File: src/rtl/exp_arbiter.sv
// Round-robin arbiter that time-shares a single exp datapath between NUM_REQ requesters.
// Sequences the exp enable/num handshake, masks stale data_ready and aborts stalled operations.
module exp_arbiter #(
    parameter int unsigned DATA_WIDTH     = 16,
    parameter int unsigned FIXED_PNT      = 8,
    parameter int unsigned NUM_REQ        = 4,
    parameter int unsigned GAP_CYCLES     = 2,
    parameter int unsigned READY_MASK     = 2,
    parameter int unsigned TIMEOUT_CYCLES = 64
) (
    input  logic                          clk,
    input  logic                          rst_n,
    input  logic [NUM_REQ-1:0]            req,
    input  logic [NUM_REQ*DATA_WIDTH-1:0] req_num,
    output logic [NUM_REQ-1:0]            grant,
    output logic [NUM_REQ-1:0]            resp_valid,
    output logic [DATA_WIDTH-1:0]         resp_data,
    output logic                          resp_err,
    output logic                          busy,
    output logic                          exp_enable,
    output logic [DATA_WIDTH-1:0]         exp_num,
    input  logic [DATA_WIDTH-1:0]         exp_result,
    input  logic                          exp_data_ready
);

    localparam int unsigned IDX_W = $clog2(NUM_REQ);
    localparam int unsigned RUN_W = $clog2(TIMEOUT_CYCLES + 1);
    localparam int unsigned GAP_W = $clog2(GAP_CYCLES + 1);

    // Fixed-point format is carried through untouched; only sanity-check the configuration.
    if (FIXED_PNT >= DATA_WIDTH || NUM_REQ < 2 || NUM_REQ > 16 || GAP_CYCLES < 1) begin : g_bad_params
        $error("exp_arbiter: illegal parameter combination");
    end

    typedef enum logic [1:0] {
        S_IDLE = 2'd0,
        S_RUN  = 2'd1,
        S_GAP  = 2'd2
    } state_t;

    state_t                 r_state;
    logic [IDX_W-1:0]       r_last;
    logic [RUN_W-1:0]       r_run_cnt;
    logic [GAP_W-1:0]       r_gap_cnt;
    logic [NUM_REQ-1:0]     r_grant;
    logic [NUM_REQ-1:0]     r_resp_valid;
    logic [DATA_WIDTH-1:0]  r_resp_data;
    logic                   r_resp_err;
    logic                   r_busy;
    logic                   r_exp_enable;
    logic [DATA_WIDTH-1:0]  r_exp_num;

    logic                   w_any;
    logic [IDX_W-1:0]       w_winner;
    logic [IDX_W:0]         w_cand;
    logic                   w_done;
    logic                   w_timeout;

    // Priority search from last+1 upward with wrap; the last assignment is the closest candidate.
    always_comb begin
        w_any    = 1'b0;
        w_winner = r_last;
        w_cand   = '0;
        for (int i = int'(NUM_REQ); i >= 1; i--) begin
            w_cand = (IDX_W+1)'(r_last) + (IDX_W+1)'(i);
            if (w_cand >= (IDX_W+1)'(NUM_REQ)) begin
                w_cand = w_cand - (IDX_W+1)'(NUM_REQ);
            end
            if (req[w_cand[IDX_W-1:0]]) begin
                w_any    = 1'b1;
                w_winner = w_cand[IDX_W-1:0];
            end
        end
    end

    // data_ready may still be high from the previous operation during the first RUN cycles.
    assign w_done    = exp_data_ready && (r_run_cnt >= RUN_W'(READY_MASK));
    assign w_timeout = (r_run_cnt == RUN_W'(TIMEOUT_CYCLES - 1));

    always_ff @(posedge clk or negedge rst_n) begin
        if (!rst_n) begin
            r_state      <= S_IDLE;
            r_last       <= IDX_W'(NUM_REQ - 1);
            r_run_cnt    <= '0;
            r_gap_cnt    <= '0;
            r_grant      <= '0;
            r_resp_valid <= '0;
            r_resp_data  <= '0;
            r_resp_err   <= 1'b0;
            r_busy       <= 1'b0;
            r_exp_enable <= 1'b0;
            r_exp_num    <= '0;
        end else begin
            r_resp_valid <= '0;
            r_resp_err   <= 1'b0;
            case (r_state)
                S_IDLE: begin
                    if (w_any) begin
                        r_state      <= S_RUN;
                        r_busy       <= 1'b1;
                        r_last       <= w_winner;
                        r_grant      <= NUM_REQ'(1) << w_winner;
                        r_exp_num    <= req_num[w_winner*DATA_WIDTH +: DATA_WIDTH];
                        r_exp_enable <= 1'b1;
                        r_run_cnt    <= '0;
                    end
                end
                S_RUN: begin
                    if (w_done) begin
                        r_resp_data  <= exp_result;
                        r_resp_valid <= r_grant;
                        r_grant      <= '0;
                        r_exp_enable <= 1'b0;
                        r_gap_cnt    <= '0;
                        r_state      <= S_GAP;
                    end else if (w_timeout) begin
                        r_resp_data  <= '0;
                        r_resp_err   <= 1'b1;
                        r_resp_valid <= r_grant;
                        r_grant      <= '0;
                        r_exp_enable <= 1'b0;
                        r_gap_cnt    <= '0;
                        r_state      <= S_GAP;
                    end else begin
                        r_run_cnt <= r_run_cnt + RUN_W'(1);
                    end
                end
                S_GAP: begin
                    if (r_gap_cnt == GAP_W'(GAP_CYCLES - 1)) begin
                        r_state <= S_IDLE;
                        r_busy  <= 1'b0;
                    end else begin
                        r_gap_cnt <= r_gap_cnt + GAP_W'(1);
                    end
                end
                default: begin
                    r_state      <= S_IDLE;
                    r_busy       <= 1'b0;
                    r_grant      <= '0;
                    r_exp_enable <= 1'b0;
                end
            endcase
        end
    end

    assign grant      = r_grant;
    assign resp_valid = r_resp_valid;
    assign resp_data  = r_resp_data;
    assign resp_err   = r_resp_err;
    assign busy       = r_busy;
    assign exp_enable = r_exp_enable;
    assign exp_num    = r_exp_num;

endmodule
File: config.mk
export PLATFORM = sky130hd
export DESIGN_NAME = exp_arbiter
export DESIGN_NICKNAME = d
export VERILOG_FILES = /design/src/rtl/exp_arbiter.sv
export SDC_FILE = /design/constraint.sdc
export NUM_CORES = 1
export LEC_CHECK = 0
export ABC_AREA = 1
export CORE_MARGIN = 1
export CORE_UTILIZATION = 35
export DETAILED_ROUTE_END_ITERATION = 10
export GPL_TIMING_DRIVEN = 0
export HOLD_SLACK_MARGIN = 0.06
export PLACE_DENSITY = 0.68
export SLEW_MARGIN = 10
export SYNTH_ARGS = -nofsm -noshare
export SYNTH_HDL_FRONTEND = slang
export SYNTH_SLANG_ARGS = --single-unit
File: constraint.sdc
create_clock -name clk -period 3.3 [get_ports clk]
set_input_delay 0.66 -clock clk [delete_from_list [all_inputs] [get_ports clk]]
set_output_delay 0.66 -clock clk [all_outputs]
set_load 0.005 [all_outputs]
-- After elaboration in Yosys (flattened, before gate mapping)
Cells that the tools add are included.
- output and inout bits: 43
- register bits after elaboration: 56
- muxes and demuxes: 51
- add/subtract/negate cells: 10
- bitwise gates (word level): 2
- reductions and logical operators: 12
- shifts and indexed selects: 2
- eq/ne operators: 10
- order comparisons: 9
- operators by type and width (kind ; number):
    64-bit by 7-bit variable part select with 16-bit output ; 1
    16-bit 2-to-1 mux ; 2
    2-bit 2-to-1 mux ; 15
    4-bit 2-to-1 mux ; 6
    7-bit 2-to-1 mux ; 3
    1-bit 2-to-1 mux ; 15
    7-bit case mux with 2 select lines ; 1
    3-bit >= comparator, second input constant ; 4
    2-bit by 3-bit < comparator with 1-bit output, second input constant ; 4
    4-bit case mux with 3 select lines ; 1
    3-bit AND reduction ; 4
    2-bit inequality test, second input constant ; 5
    1-bit binary-select mux with 2-bit select ; 4
    2-bit by 1-bit subtractor with 2-bit output, second input constant ; 4
    7-bit by 1-bit adder with 7-bit output, second input constant ; 1
    7-bit by 6-bit == test with 1-bit output, second input constant ; 1
    7-bit by 2-bit >= comparator with 1-bit output, second input constant ; 1
    2-bit by 2-bit adder with 3-bit output, second input constant ; 2
    1-bit case mux with 3 select lines ; 2
    2-bit case mux with 3 select lines ; 1
    2-bit nonzero test ; 3
    2-bit by 1-bit == test with 1-bit output, second input constant ; 2
    2-bit case mux with 2 select lines ; 1
    2-bit AND reduction ; 2
    10 further kinds ; 11

-- Longest topological paths before layout
- depth in word-level cells: 12
- mapped depth: 17
- mapped depth without buffers: 15

-- Worst setup path before layout
Ideal clock, no wire load.
- kind: input port to flip-flop
- from: in req[1]
- to: reg r_exp_num[13] (netlist: exp_num[13])
- buffers on the path: 2
- data required time: 3.234 ns
- arrival: 1.712 ns
- setup time: 0.066 ns
- path slack: 1.523 ns
- cell stages on the path: 12
- cells stage by stage: inv_1 o21ai_2 nand2_1 nand2_1 a21boi_1 o21ai_2 buf_2 buf_4 nand2_1 nand2_1 nand2_1 nand2_1
- longest elaborated chain between the ends: 7
- elaborated cells on any way between the ends: 18
- classes of those cells: 1 x shift; 16 x mux; 1 x reduce/logical
- ends and longest elaborated chain (item ; RTL line ; RTL):
    start, declared ; 13 ; input logic [NUM_REQ-1:0] req,
    1-bit binary-select mux with 2-bit select ; 69 ; if (req[w_cand[IDX_W-1:0]]) begin
    1-bit 2-to-1 mux (implied by the code) ; 69 ;
    2-bit 2-to-1 mux / 1-bit 2-to-1 mux (equally long branches) (4 in series) ; 69 ;
    64-bit by 7-bit variable part select with 16-bit output / 2-bit AND reduction (equally long branches) ; n/a ;
    end signal, assigned ; 103 ; r_exp_num <= req_num[w_winner*DATA_WIDTH +: DATA_WIDTH];
    end, declared ; 51 ; logic [DATA_WIDTH-1:0] r_exp_num;
Several ways; a longest one is shown, not always the timed one. The select of a mux whose other input is x is not followed.
A chain may end at the register's enable or synchronous reset.

-- Worst setup path after layout
- from: in req[1]
- to: reg r_exp_num[9] (netlist: exp_num[9])
The elaborated chain is that of the path after synthesis.

==> summary.md <==
| Metric | Value |
|---|---|
| Starting Density | 37.0% |
| Number of setup buffers added after CTS | 0 |
| Dpl hpwl | 6.66 mm |
| Io pins | 130 |
| Largest net degree at the start of global routing | 57 |
| CP most frequent cell | nand2_1 |
| Final Slew Violations | 0 |
| Worst Setup Start Kind | primary input |
| Final setup fails | 0 |
| Final wirelength | 8.68 mm |
| Hold_ws | 374 ps |
| Slew Limit Headroom | 52.8% |
| Clock share of power | 9.6% |
| 1st-iter DRT viols | 143 |
| GP Congestion | 0.811 |
| Most frequent cells after synthesis | nand2_1, dfrtp_1, nand3_1, inv_1 |
| Yosys top cell area share | 43.6% |
| Reg clk slew, reported paths | 100 ps |
| Routed length per instance | 13.1 µm |
| Post-CTS resize count | 0 |
| Synth cell types | 27 |
| Core Util, Final | 55.3% |
| Syn_nets | 510 |
| Worst path buffer plus inverter count | 3 |
| Sw frac | 46.7% |
| DR DRC count | 0 |
| Final worst path period share | 66.1% |
| First-pass GRT wire length | 14.3 mm |
| Post-synth EDFFs | 0 |
| Syn Inst Count | 420 |
| Vias/cell | 4.74 |
| Die H | 96.1 µm |
| Port Buffers | 129 |
| Worst Path Max Fanout | 10 |
| CTS Buf Count | 5 |
| Cts hold-fix bufs | 0 |
| Mapped Area | 3100 µm² |
| Clk_lat worst skew | 320 ps |
| FP Rows | 33 |
| Core area | 8380 µm² |
| Slowest CP cell | clkdlybuf4s50_1 |
| Fmax | 458 MHz |
| Gr usage total | 20.1% |
| Initial antenna violation count | 0 |
| H-tree depth | 2 |
| Total of max-cap violations | 0 |
| CP cell instances | clkdlybuf4s50_1, inv_1, o21ai_2, nand2_1, nand2_1, nand2_2, nand2_2, nand2_4, nand2_4, buf_6, nand2_1, nand2_1, nand2_1, nand2_1, nand2_1, nand2_1 |
| CTS root buf | clkbuf_8 |
| Clock Sink Count | 56 |
| Final min period | 2180 ps |
| Layout area overhead | 49.4% |
| FFs w/ async S/R, synth | 100% |
| Via count of the first global-routing pass | 2,966 |
| Switch Pwr | 2210 µW |
| Fin Clk Skew | 8.47 ps |
| CTS tree | built |
| WP data arrival | 2440 ps |
| Slowest stage delay, CP | 450 ps |
| Layout Nets | 646 |
| Internal Power | 2520 µW |
| Count leader, synth | nand2_1 |
| Status | complete, no violations |
| Ant diodes | 0 |
| Yosys top cell by area | dfrtp_1 |
| Syn Area/Cell | 7.39 µm² |
| YS warnings | 0 |
| DR pass1 iterations | 4 |
| Clk buf depth | 2 |
| Final antenna-violating net count | 0 |
| Final hold violations | 0 |
| Crit. End Element | register |
| Unrepaired setup endpoints after global routing | no |
| Seq/Total Area, Yosys | 45.3% |
| #FFs+latches synth | 56 |
| Max IR drop VDD | 0.474 mV |
| Ys flop type | dfrtp_1 |
| Register share of total power | 23.9% |
| Filler Cell Count | 792 |
| Die area | 9240 µm² |
| Min-Delay Path Class | in2async |
| Share of layout cells above drive strength 1 | 7.72% |
| Power per standard cell area | 1020 nW/µm² |
| Pleak | 0.00235 µW |
| Combinational power share | 66.5% |
| Via count | 3,135 |
| Crit path kind | in2reg |
| Worst path required time | 3560 ps |
| Worst-margin pin slew | 707 ps |
| Grt ovf | 0 |
| Setup TNS | 0 ps |
| CP delay by family, top | simple AND/OR/NAND/NOR gates |
| Die W | 96.1 µm |
| Synth top area cells | dfrtp_1, nand2_1, nand3_1, a22o_1, inv_1 |
## power groups by stage
stage / combinational [µW] / sequential [µW] / clock [µW]
finish: 3140 / 1130 / 454
global route: 3580 / 1160 / 491
CTS: 3160 / 1130 / 464
detailed placement: 3150 / 1130 / 0
global placement: 3110 / 1130 / 0
floorplan: 2050 / 1130 / 0
## placed cells by master (no fill, tap or decap), drive strengths merged
| master | count |
|---|---|
| nand2 | 208 |
| buf | 17 |
| inv | 24 |
| a22o | 16 |
| clkbuf | 9 |
| or2 | 2 |
| clkdlybuf4s50 | 128 |
| ha | 3 |
| nor3 | 3 |
| and3 | 1 |
| bufinv | 1 |
| clkinvlp | 1 |
| o31ai | 2 |
| dfrtp | 54 |
| o21ai | 15 |
| dfstp | 2 |
| nand3 | 44 |
| a21boi | 1 |
| nor2 | 16 |
| nand4 | 2 |
| a21oi | 5 |
| clkinv | 1 |
| xor2 | 2 |
## routing by layer
metal / routed length [µm] / global-route usage (%)
met1: 4010 / 28.1
met2: 4160 / 31.6
met3: 377 / 4.03
met4: 135 / 5.72
met5: 0 / 0
## registers in the layout, indices dropped and copies added (netlist names)
register / count
exp_num: 16
resp_err: 1
r_run_cnt: 7
r_gap_cnt: 2
r_last: 2
resp_data: 16
exp_enable: 1
r_state: 2
resp_valid: 4
busy: 1
grant: 4
## cells by family after synthesis
family,count (synthesis),synth area share [%]
flip-flops,56,45.3
XOR/XNOR,2,0.565
buffers and inverters,44,7.26
AO/OA/AOI/OAI,39,8.71
adder cells (fa/ha/maj),3,1.21
AND/OR/NAND/NOR,276,37.0
## worst paths after layout
path	depth (start not counted)	endpoint	slack, ps	from
max in group asynchronous	1	r_run_cnt[1]	2440	rst_n
max	16	exp_num[9]	1120	req[1]
max reg2reg	9	exp_enable	1220	r_run_cnt[1]
min reg2reg	2	exp_num[6]	480	exp_num[6]
min	1	exp_num[9]	370	rst_n
min in group clk	2	exp_num[6]	480	exp_num[6]
## area by class of cell
type,count,area (µm²),area share (%)
sequential,56,1400,30.3
tap,105,131,2.84
multi-input combinational,320,1470,31.8
clock buffer,5,68.8,1.49
inverter,24,95.1,2.05
clock inverter,3,42.5,0.918
buffer,20,130,2.81
timing repair buffer,129,1290,27.8
## through the flow
step	cell area [µm²]	total power, µW	worst slack, ps	std cells
finish	4630	4730	1120	662
global route	4630	5230	920	662
CTS	4630	4750	1110	662
detailed placement	4520	4280	785	654
global placement	4520	4240	-188	654
floorplan	3100	3180	1520	420
No activity file was read; power rests on OpenSTA's default activity.
